$ cat src/rtl/alu_pkg.sv
// Shared ALU definitions: datapath width and opcode encoding, also used by the control unit.
package alu_pkg;

  localparam int DATA_WIDTH = 16;

  typedef enum logic [2:0] {
    ALU_ADD = 3'b000,
    ALU_SUB = 3'b001,
    ALU_AND = 3'b010,
    ALU_OR  = 3'b011,
    ALU_XOR = 3'b100,
    ALU_SLT = 3'b101,
    ALU_SLL = 3'b110,
    ALU_SRA = 3'b111
  } alu_op_e;

endpackage

$ cat src/rtl/alu_if.sv
// Execute-stage ALU bus: the control/decode side is master, the ALU is slave.
interface alu_if #(parameter int WIDTH = alu_pkg::DATA_WIDTH);

  logic [2:0]              ALUOp;
  logic signed [WIDTH-1:0] Operand1;
  logic signed [WIDTH-1:0] Operand2;
  logic signed [WIDTH-1:0] ALUOut;
  logic                    Zero;

  modport master (output ALUOp, Operand1, Operand2, input ALUOut, Zero);
  modport slave  (input ALUOp, Operand1, Operand2, output ALUOut, Zero);

endinterface

$ cat src/rtl/alu_core.sv
// Combinational ALU core: pure function of opcode and the two signed operands.
module alu_core
  import alu_pkg::*;
#(
  parameter int WIDTH = DATA_WIDTH
) (
  input  alu_op_e                 op,
  input  logic signed [WIDTH-1:0] a,
  input  logic signed [WIDTH-1:0] b,
  output logic signed [WIDTH-1:0] result
);

  localparam int SH_W = $clog2(WIDTH);

  // Only the low bits of b select the shift; the rest are ignored.
  logic [SH_W-1:0] sh;
  assign sh = b[SH_W-1:0];

  always_comb begin
    // NOTE: default assignment first so no path through the case can infer a latch.
    result = '0;
    unique case (op)
      ALU_ADD: result = a + b;
      ALU_SUB: result = a - b;
      ALU_AND: result = a & b;
      ALU_OR:  result = a | b;
      ALU_XOR: result = a ^ b;
      // Both operands are signed, so this is a true signed compare (safe on overflow).
      ALU_SLT: result = {{(WIDTH-1){1'b0}}, (a < b)};
      ALU_SLL: result = a << sh;
      ALU_SRA: result = a >>> sh;
    endcase
  end

endmodule

$ cat src/rtl/alu.sv
// Execute-stage ALU: combinational core followed by the registered result and Zero flag.
module alu
  import alu_pkg::*;
#(
  parameter int WIDTH = DATA_WIDTH
) (
  input logic  clk,
  input logic  rst_n,
  alu_if.slave bus
);

  logic signed [WIDTH-1:0] result;

  alu_core #(.WIDTH(WIDTH)) u_core (
    .op     (alu_op_e'(bus.ALUOp)),
    .a      (bus.Operand1),
    .b      (bus.Operand2),
    .result (result)
  );

  // Zero is computed from the same value being registered, so it always matches ALUOut.
  always_ff @(posedge clk) begin
    // NOTE: non-blocking assignments keep every register update on the same clock edge.
    if (!rst_n) begin
      bus.ALUOut <= '0;
      bus.Zero   <= 1'b1;
    end else begin
      bus.ALUOut <= result;
      bus.Zero   <= (result == '0);
    end
  end

endmodule

$ cat src/flat_wrapper.sv
// flat-port wrapper written by rule: the top's interface ports become plain ports
module alu_flat import alu_pkg::*;
#(
  parameter int WIDTH = DATA_WIDTH
)
  (clk, rst_n, bus_ALUOp, bus_Operand1, bus_Operand2, bus_ALUOut, bus_Zero);
  alu_if #(.WIDTH(WIDTH)) bus_i ();
  input logic clk;
  input logic rst_n;
  input wire logic [$bits(bus_i.ALUOp)-1:0] bus_ALUOp;
  input wire logic [$bits(bus_i.Operand1)-1:0] bus_Operand1;
  input wire logic [$bits(bus_i.Operand2)-1:0] bus_Operand2;
  output wire logic [$bits(bus_i.ALUOut)-1:0] bus_ALUOut;
  output wire logic [$bits(bus_i.Zero)-1:0] bus_Zero;
  assign bus_i.ALUOp = bus_ALUOp;
  assign bus_i.Operand1 = bus_Operand1;
  assign bus_i.Operand2 = bus_Operand2;
  assign bus_ALUOut = bus_i.ALUOut;
  assign bus_Zero = bus_i.Zero;
  alu #(.WIDTH(WIDTH)) u_core (.clk(clk), .rst_n(rst_n), .bus(bus_i));
endmodule
$ cat config.mk
export PLATFORM = sky130hd
export DESIGN_NAME = alu_flat
export DESIGN_NICKNAME = d
export VERILOG_FILES = /design/src/rtl/alu_pkg.sv /design/src/rtl/alu_if.sv /design/src/rtl/alu_core.sv /design/src/rtl/alu.sv /design/src/flat_wrapper.sv
export SDC_FILE = /design/constraint.sdc
export NUM_CORES = 1
export LEC_CHECK = 0
export ABC_AREA = 1
export CAP_MARGIN = 10
export CORE_MARGIN = 10
export CORE_UTILIZATION = 53
export DETAILED_ROUTE_END_ITERATION = 12
export PLACE_DENSITY = 0.84
export SYNTH_ARGS = -nofsm -noshare
export SYNTH_HDL_FRONTEND = slang
export SYNTH_HIERARCHICAL = 1
export SYNTH_SLANG_ARGS = --single-unit
$ cat constraint.sdc
create_clock -name clk -period 2.6 [get_ports clk]
set_clock_uncertainty 0.1 [all_clocks]
set_input_delay 0.26 -clock clk [delete_from_list [all_inputs] [get_ports clk]]
set_output_delay 0.26 -clock clk [all_outputs]
set_load 0.02 [all_outputs]
==> results of run 1 <==
==> final cells by class <==
cell class | instances | area, sq um | area share [%]
Clock buffer | 3 | 41.3 | 0.638
Clock inverter | 1 | 5.00 | 0.0773
Inverter | 130 | 490 | 7.57
Multi-Input combinational cell | 713 | 3890 | 60.1
Sequential cell | 17 | 340 | 5.26
Tap cell | 105 | 131 | 2.03
Timing Repair Buffer | 183 | 1580 | 24.4
==> report_power, final <==
part | internal (mW) | switching, mW
Sequential | 0.286 | 0.00607
Combinational | 0.589 | 0.779
Clock | 0.106 | 0.0879
==> final timing paths <==
check / startpoint / to / slack, ps / cells after the start
worst max-delay path: bus_Operand1[4] / u_core/bus.Zero$_SDFF_PN1_ / 40 / 17
worst min-delay path: bus_Operand2[3] / u_core/bus.ALUOut[2]$_SDFF_PN0_ / 760 / 8
==> worst max-delay path, stage by stage <==
cell	delay, ps
clkdlybuf4s50_1	500
inv_2	70
ha_4	240
clkbuf_4	170
nor2_4	110
inv_1	60
nor2_2	150
nand2_2	80
nand2_2	90
nor3_1	50
nor2_1	120
nand4_1	210
nor2_1	190
nand2_1	100
nor2_2	110
nand2_1	60
nand2_1	60
==> sequential cells by signal, summed over array words and instances, names as in the netlist <==
name               cells
u_core/bus.Zero        1
u_core/bus.ALUOut     16
==> per-layer routing <==
metal  vias up  share of wire [%]  global-route usage (%)
li1       3159                  -                       -
met1      2818                 38                    34.3
met2       535                 43                    42.1
met3        99                 13                    3.70
met4         0                6.8                    13.2
met5         -                  0                       0
==> cells in the final DEF, fill, tap and decap left out, types with 2 or more instances in the layout <==
cell type	n
a21oi_1	30
a21oi_2	6
a22oi_1	2
and2_1	4
buf_12	5
buf_4	123
clkbuf_8	3
clkdlybuf4s50_1	48
dfxtp_1	17
dlygate4sd2_1	2
dlymetal6s2s_1	3
fa_2	2
ha_1	35
ha_2	2
ha_4	12
inv_1	116
inv_2	13
nand2_1	306
nand2_2	5
nand3_1	152
nand3_2	7
nand4_1	10
nor2_1	64
nor2_2	10
nor2_4	3
nor3_1	10
nor3_2	3
o211ai_1	3
o21ai_0	18
o21ai_1	4
o21bai_1	5
o22ai_1	4
or2_2	5
xor2_1	4
==> logic make-up (layout without fill, tap and decap cells) <==
logic type      after synthesis  after routing  share of synthesized area [%]
fa+ha+maj                    51             51                           14.1
buf+inv                     166            317                           15.0
flops                        17             17                           7.37
compound gates               76             76                           9.11
xor+xnor                      4              4                          0.759
simple gates                582            582                           53.6
==> repair_timing <==
action,4_1_cts,5_1_grt
hold endpoints to repair,0,0
pin swaps,3,11
resized for setup,17,69
cloned,0,0
setup endpoints to repair,2,5
buffers inserted,1,2
hold buffers,0,0
==> stage by stage <==
step	instance area, sq um	setup slack (ps)	hold WS (ps)
6_report	6480	42.4	755
5_1_grt	6480	-33.9	812
4_1_cts	6170	6.45	862
3_5_place_dp	6080	-358	961
3_3_place_gp	6080	-269	960
2_1_floorplan	4620	85.8	373
==> summary.txt, run 1 <==
clk slew on worst S/H paths - 70 ps
CP arrival - 2630 ps
#FFs+latches synth - 17
cell taking the most area after synthesis - nand2_1
Critical Path Fanout Max - 6
Fin Setup TNS - 0 ps
Max-cap violations - 0
Post-synth EDFFs - 0
drt pass-1 iters - 8
Pwr per Cell Area - 286 nW/um^2
Starting DRT DRC Count - 1041
DR vias - 6611
full die area - 12800 sq um
initial antenna violation count - 0
Total Wirelength - 18700 microns
Static Leak - 3.58 nW
final cell count without fillers - 1152
critical path required time - 2680 ps
GPL Wtd Cong - 1.04
CP Capture Type - register
Main synth FF type - dfxtp_1
PortBufs - 53
Syn Area/Cell - 5.15 sq um
vias in the first global route - 5842
part of the Yosys area used for sequential elements - 7.37%
chip width - 113 microns
core area - 8340 sq um
synth-to-layout area growth - 40.3%
Die Y - 113 microns
most common cell in the netlist - nand2_1
HPWL after detailed placement - 14600 microns
CTS tree - yes
first-pass GRT wire length - 28800 microns
Hold Crit Class - input pin to register
fin. max-slew vios - 0
Mapped Cells - 896
layout cell share with drive strength beyond 1 - 19.7%
mapped cell area - 4620 sq um
grt ovf - 0
Post-Synthesis Net Count - 984
FMAX - 391 MHz
final hold vios - 0
YS warnings - 6
antenna cells - 0
row cnt - 33
Routed Antenna Nets - 0
largest net degree at the start of global routing - 34
CP Launch Type - input pin
Starting Density - 55.4%
CTS Root Cell - clkbuf_8
worst-margin pin slew - 594 ps
detailed-route vias per instance - 5.74
Post-Route Utilization - 77.6%
critical path class - input pin to register
Cell variety after synth - 36
ranking of synthesized cells by area - nand2_1 25%, nand3_1 17%, ha_1 13%
Post-synth ARST share - 0%
Final setup viols - 0
Pwr Total - 1.85 mW
outcome - completed
Slew headroom - 60.2%
num ports - 54
final net count - 1136
maximum vdd drop - 0.238 mV
CTS sink cnt - 17
period utilization - 98.4%
Max clock buf depth - 2
total CTS buffers - 3
WL/cell - 16.2 microns
post-route minimum period - 2560 ps
Yosys top cell area share - 25.2%
Tot GR Track Use - 26.6%
Inst Count DP - 1145
CTS H-tree depth - 1
Layout fillers - 669
Post-route DRC - 0
Post-synth top cells - 310 x nand2_1, 159 x nand3_1, 123 x inv_1
No activity file was read; power rests on OpenSTA's default activity.
==> run 2, diff against run 1 <==
--- a/config.mk
+++ b/config.mk
@@ -6,7 +6,7 @@
 export NUM_CORES = 1
 export LEC_CHECK = 0
 export ABC_AREA = 1
-export CAP_MARGIN = 10
+export CAP_MARGIN = 15
 export CORE_MARGIN = 10
 export CORE_UTILIZATION = 53
 export DETAILED_ROUTE_END_ITERATION = 12
==> results of run 2 <==
No change in the layout: final DEF, timing and power equal those of run 1.
==> patch, RTL diff (flow settings as in run 2) <==
The package constant `DATA_WIDTH` goes from 16 to 8.
--- a/src/rtl/alu_pkg.sv
+++ b/src/rtl/alu_pkg.sv
@@ -3,3 +3,3 @@
 
-  localparam int DATA_WIDTH = 16;
+  localparam int DATA_WIDTH = 8;
 
Ports: changed (resized bus_ALUOut, bus_Operand1 and bus_Operand2); port bits go from 54 to 30. No check against the original RTL was run, so the function may have changed too.
==> patch against run 2 <==
- combinational power down 68%
- final area down 62%
- sequential share of layout area is 2.0 points higher
- worst setup slack better by 0.24 ns
- area after synthesis fell by 56%
- sequential cell count fell by 8
- worst hold slack got worse by 0.13 ns
- power shrank 59%
- first-iteration DRC count down 71%
- die area decreased by 48%
- wire length shrank 64%
- global-route usage shrank 6.7 points
- core utilization fell by 10 points
- critical path type unchanged
- highest routed layer unchanged
==> patch: results (changes against run 2) <==
[clock_network]
clockRootBuffer=clkbuf_8
htreeDepth=1  ; unchanged
clk_pin_slew_ns=0.04  ; -0.03 ns
cts_buffers=3  ; unchanged
post_cts_buffers=0  ; -1
cts_buffer_depth=2  ; unchanged

[logic_synthesis]
synth_edf_count=0  ; unchanged
yosys.cell_types.count=23  ; -36%
netlist_top_cells_count=nand2_1 (115), nand3_1 (66), inv_1 (61), nor2_1 (32), ha_1 (25)
yosysWarnings=6  ; unchanged
synthArstFlopShare_pct=0  ; unchanged
synth_nets=422  ; -57%
seq_area_frac_synth_pct=8.88  ; +1.5 points
synth-main-ff-cell=dfxtp_1
synthTopCellsByArea=nand2_1 (21%), nand3_1 (16%), ha_1 (15%)

[cells_and_area]
nets=462  ; -59%
drive_gt1_share_pct=7.51  ; -12 points
nFillCells=363  ; -46%
top_regs=u_core/bus.ALUOut (8), u_core/bus.Zero (1)
n_antenna_cell=0  ; unchanged

[global_routing]
grt_pass1_wl_mm=10.8  ; -62%
antenna_found_initial=0  ; unchanged
grt_pass1_vias=2424  ; -59%
grt_util_all_layers_pct=19.9  ; -6.7 points
grtUsageMet1_pct=25.8  ; -8.6 points
use_met3_pct=3.17  ; -0.53 points
grt_max_degree=17  ; -50%
met2_usage_pct=31.2  ; -11 points

[route]
drt_iter0_markers=306  ; -71%
met3WireLength_um=742  ; -68%
met1_length_mm=2.78  ; -61%
routed-wl-met2_mm=2.89  ; -64%
via_count=2577  ; -61%
top_layer=met4
drtPass1Iterations=6  ; -2
wl_mm=6.65  ; -64%

[power]
power.leakage_uw=0.00141  ; -61%
peakVddDrop_uv=125  ; -48%

[setup_path]
crit_path_top_delay_cell=clkdlybuf4s50_1
worst_ep_arrival_time_ns=2.39  ; -0.24 ns
crit_fanout=4  ; -2
max_stage_delay_ns=0.54  ; +0.04 ns

[timing]
finalSetupViolCount=0  ; unchanged
tightest_slew_ns=0.368  ; -0.227 ns

[min_path]
hold_class=in2reg

[place]
gp_congestion=0.949  ; -8.7%
port_buffers=29  ; -45%
hpwl_mm=5.53  ; -62%

[outcome]
status=finished, final reports clean

patch: what timing repair did:
item,4_1_cts,5_1_grt
endpoints found under the hold margin,0,0
gates resized for setup,0,1
setup endpoints to repair,0,1
patch: cells by family (layout without fill, tap and decap cells):
| family | Yosys count | after routing | share of synthesized area, % |
|---|---|---|---|
| buffers and inverters | 75 | 114 | 15.1 |
| and+or+nand+nor | 234 | 234 | 50.9 |
| adders and majority gates | 27 | 27 | 17.4 |
| DFF | 9 | 9 | 8.88 |
| AOI/OAI and AO/OA | 28 | 28 | 7.28 |
| xor gates and xnor gates | 1 | 1 | 0.432 |
patch: cell type report:
type | count | area share, %
Tap cell | 48 | 2.41
Clock buffer | 4 | 1.81
Multi-Input combinational cell | 290 | 62.0
Inverter | 64 | 9.66
Timing Repair Buffer | 46 | 16.9
Sequential cell | 9 | 7.24
patch: final timing paths:
path | from | end | slack, ns | cells past startpoint
worst max-delay path | bus_Operand2[0] | u_core/bus.Zero$_SDFF_PN1_ | 0.28 | 13
worst min-delay path | rst_n | u_core/bus.Zero$_SDFF_PN1_ | 0.63 | 2
patch: power breakdown:
part	total, uW	internal [uW]	switching (uW)
registers	155	152	2.84
clock network	160	107	53.0
logic	444	172	273
total	759	430	328
patch: stage by stage:
step | cell area [um^2] | cells | power, uW | hold WS (ns) | worst slack [ns]
global route | 2490 | 461 | 817 | 0.696 | 0.0630
CTS | 2480 | 461 | 751 | 0.632 | 0.253
floorplan | 2030 | 374 | 430 | 0.387 | 0.649
finish | 2490 | 461 | 759 | 0.628 | 0.281
detailed placement | 2440 | 457 | 589 | 0.871 | 0.0148
global placement | 2440 | 457 | 584 | 0.869 | 0.0789
patch: worst max-delay path: cells and delay by family:
kind            cells  cell delay (ns)
simple gates        7             0.65
compound gates      1             0.10
buf+inv             3             0.76
fa+ha+maj           2             0.61
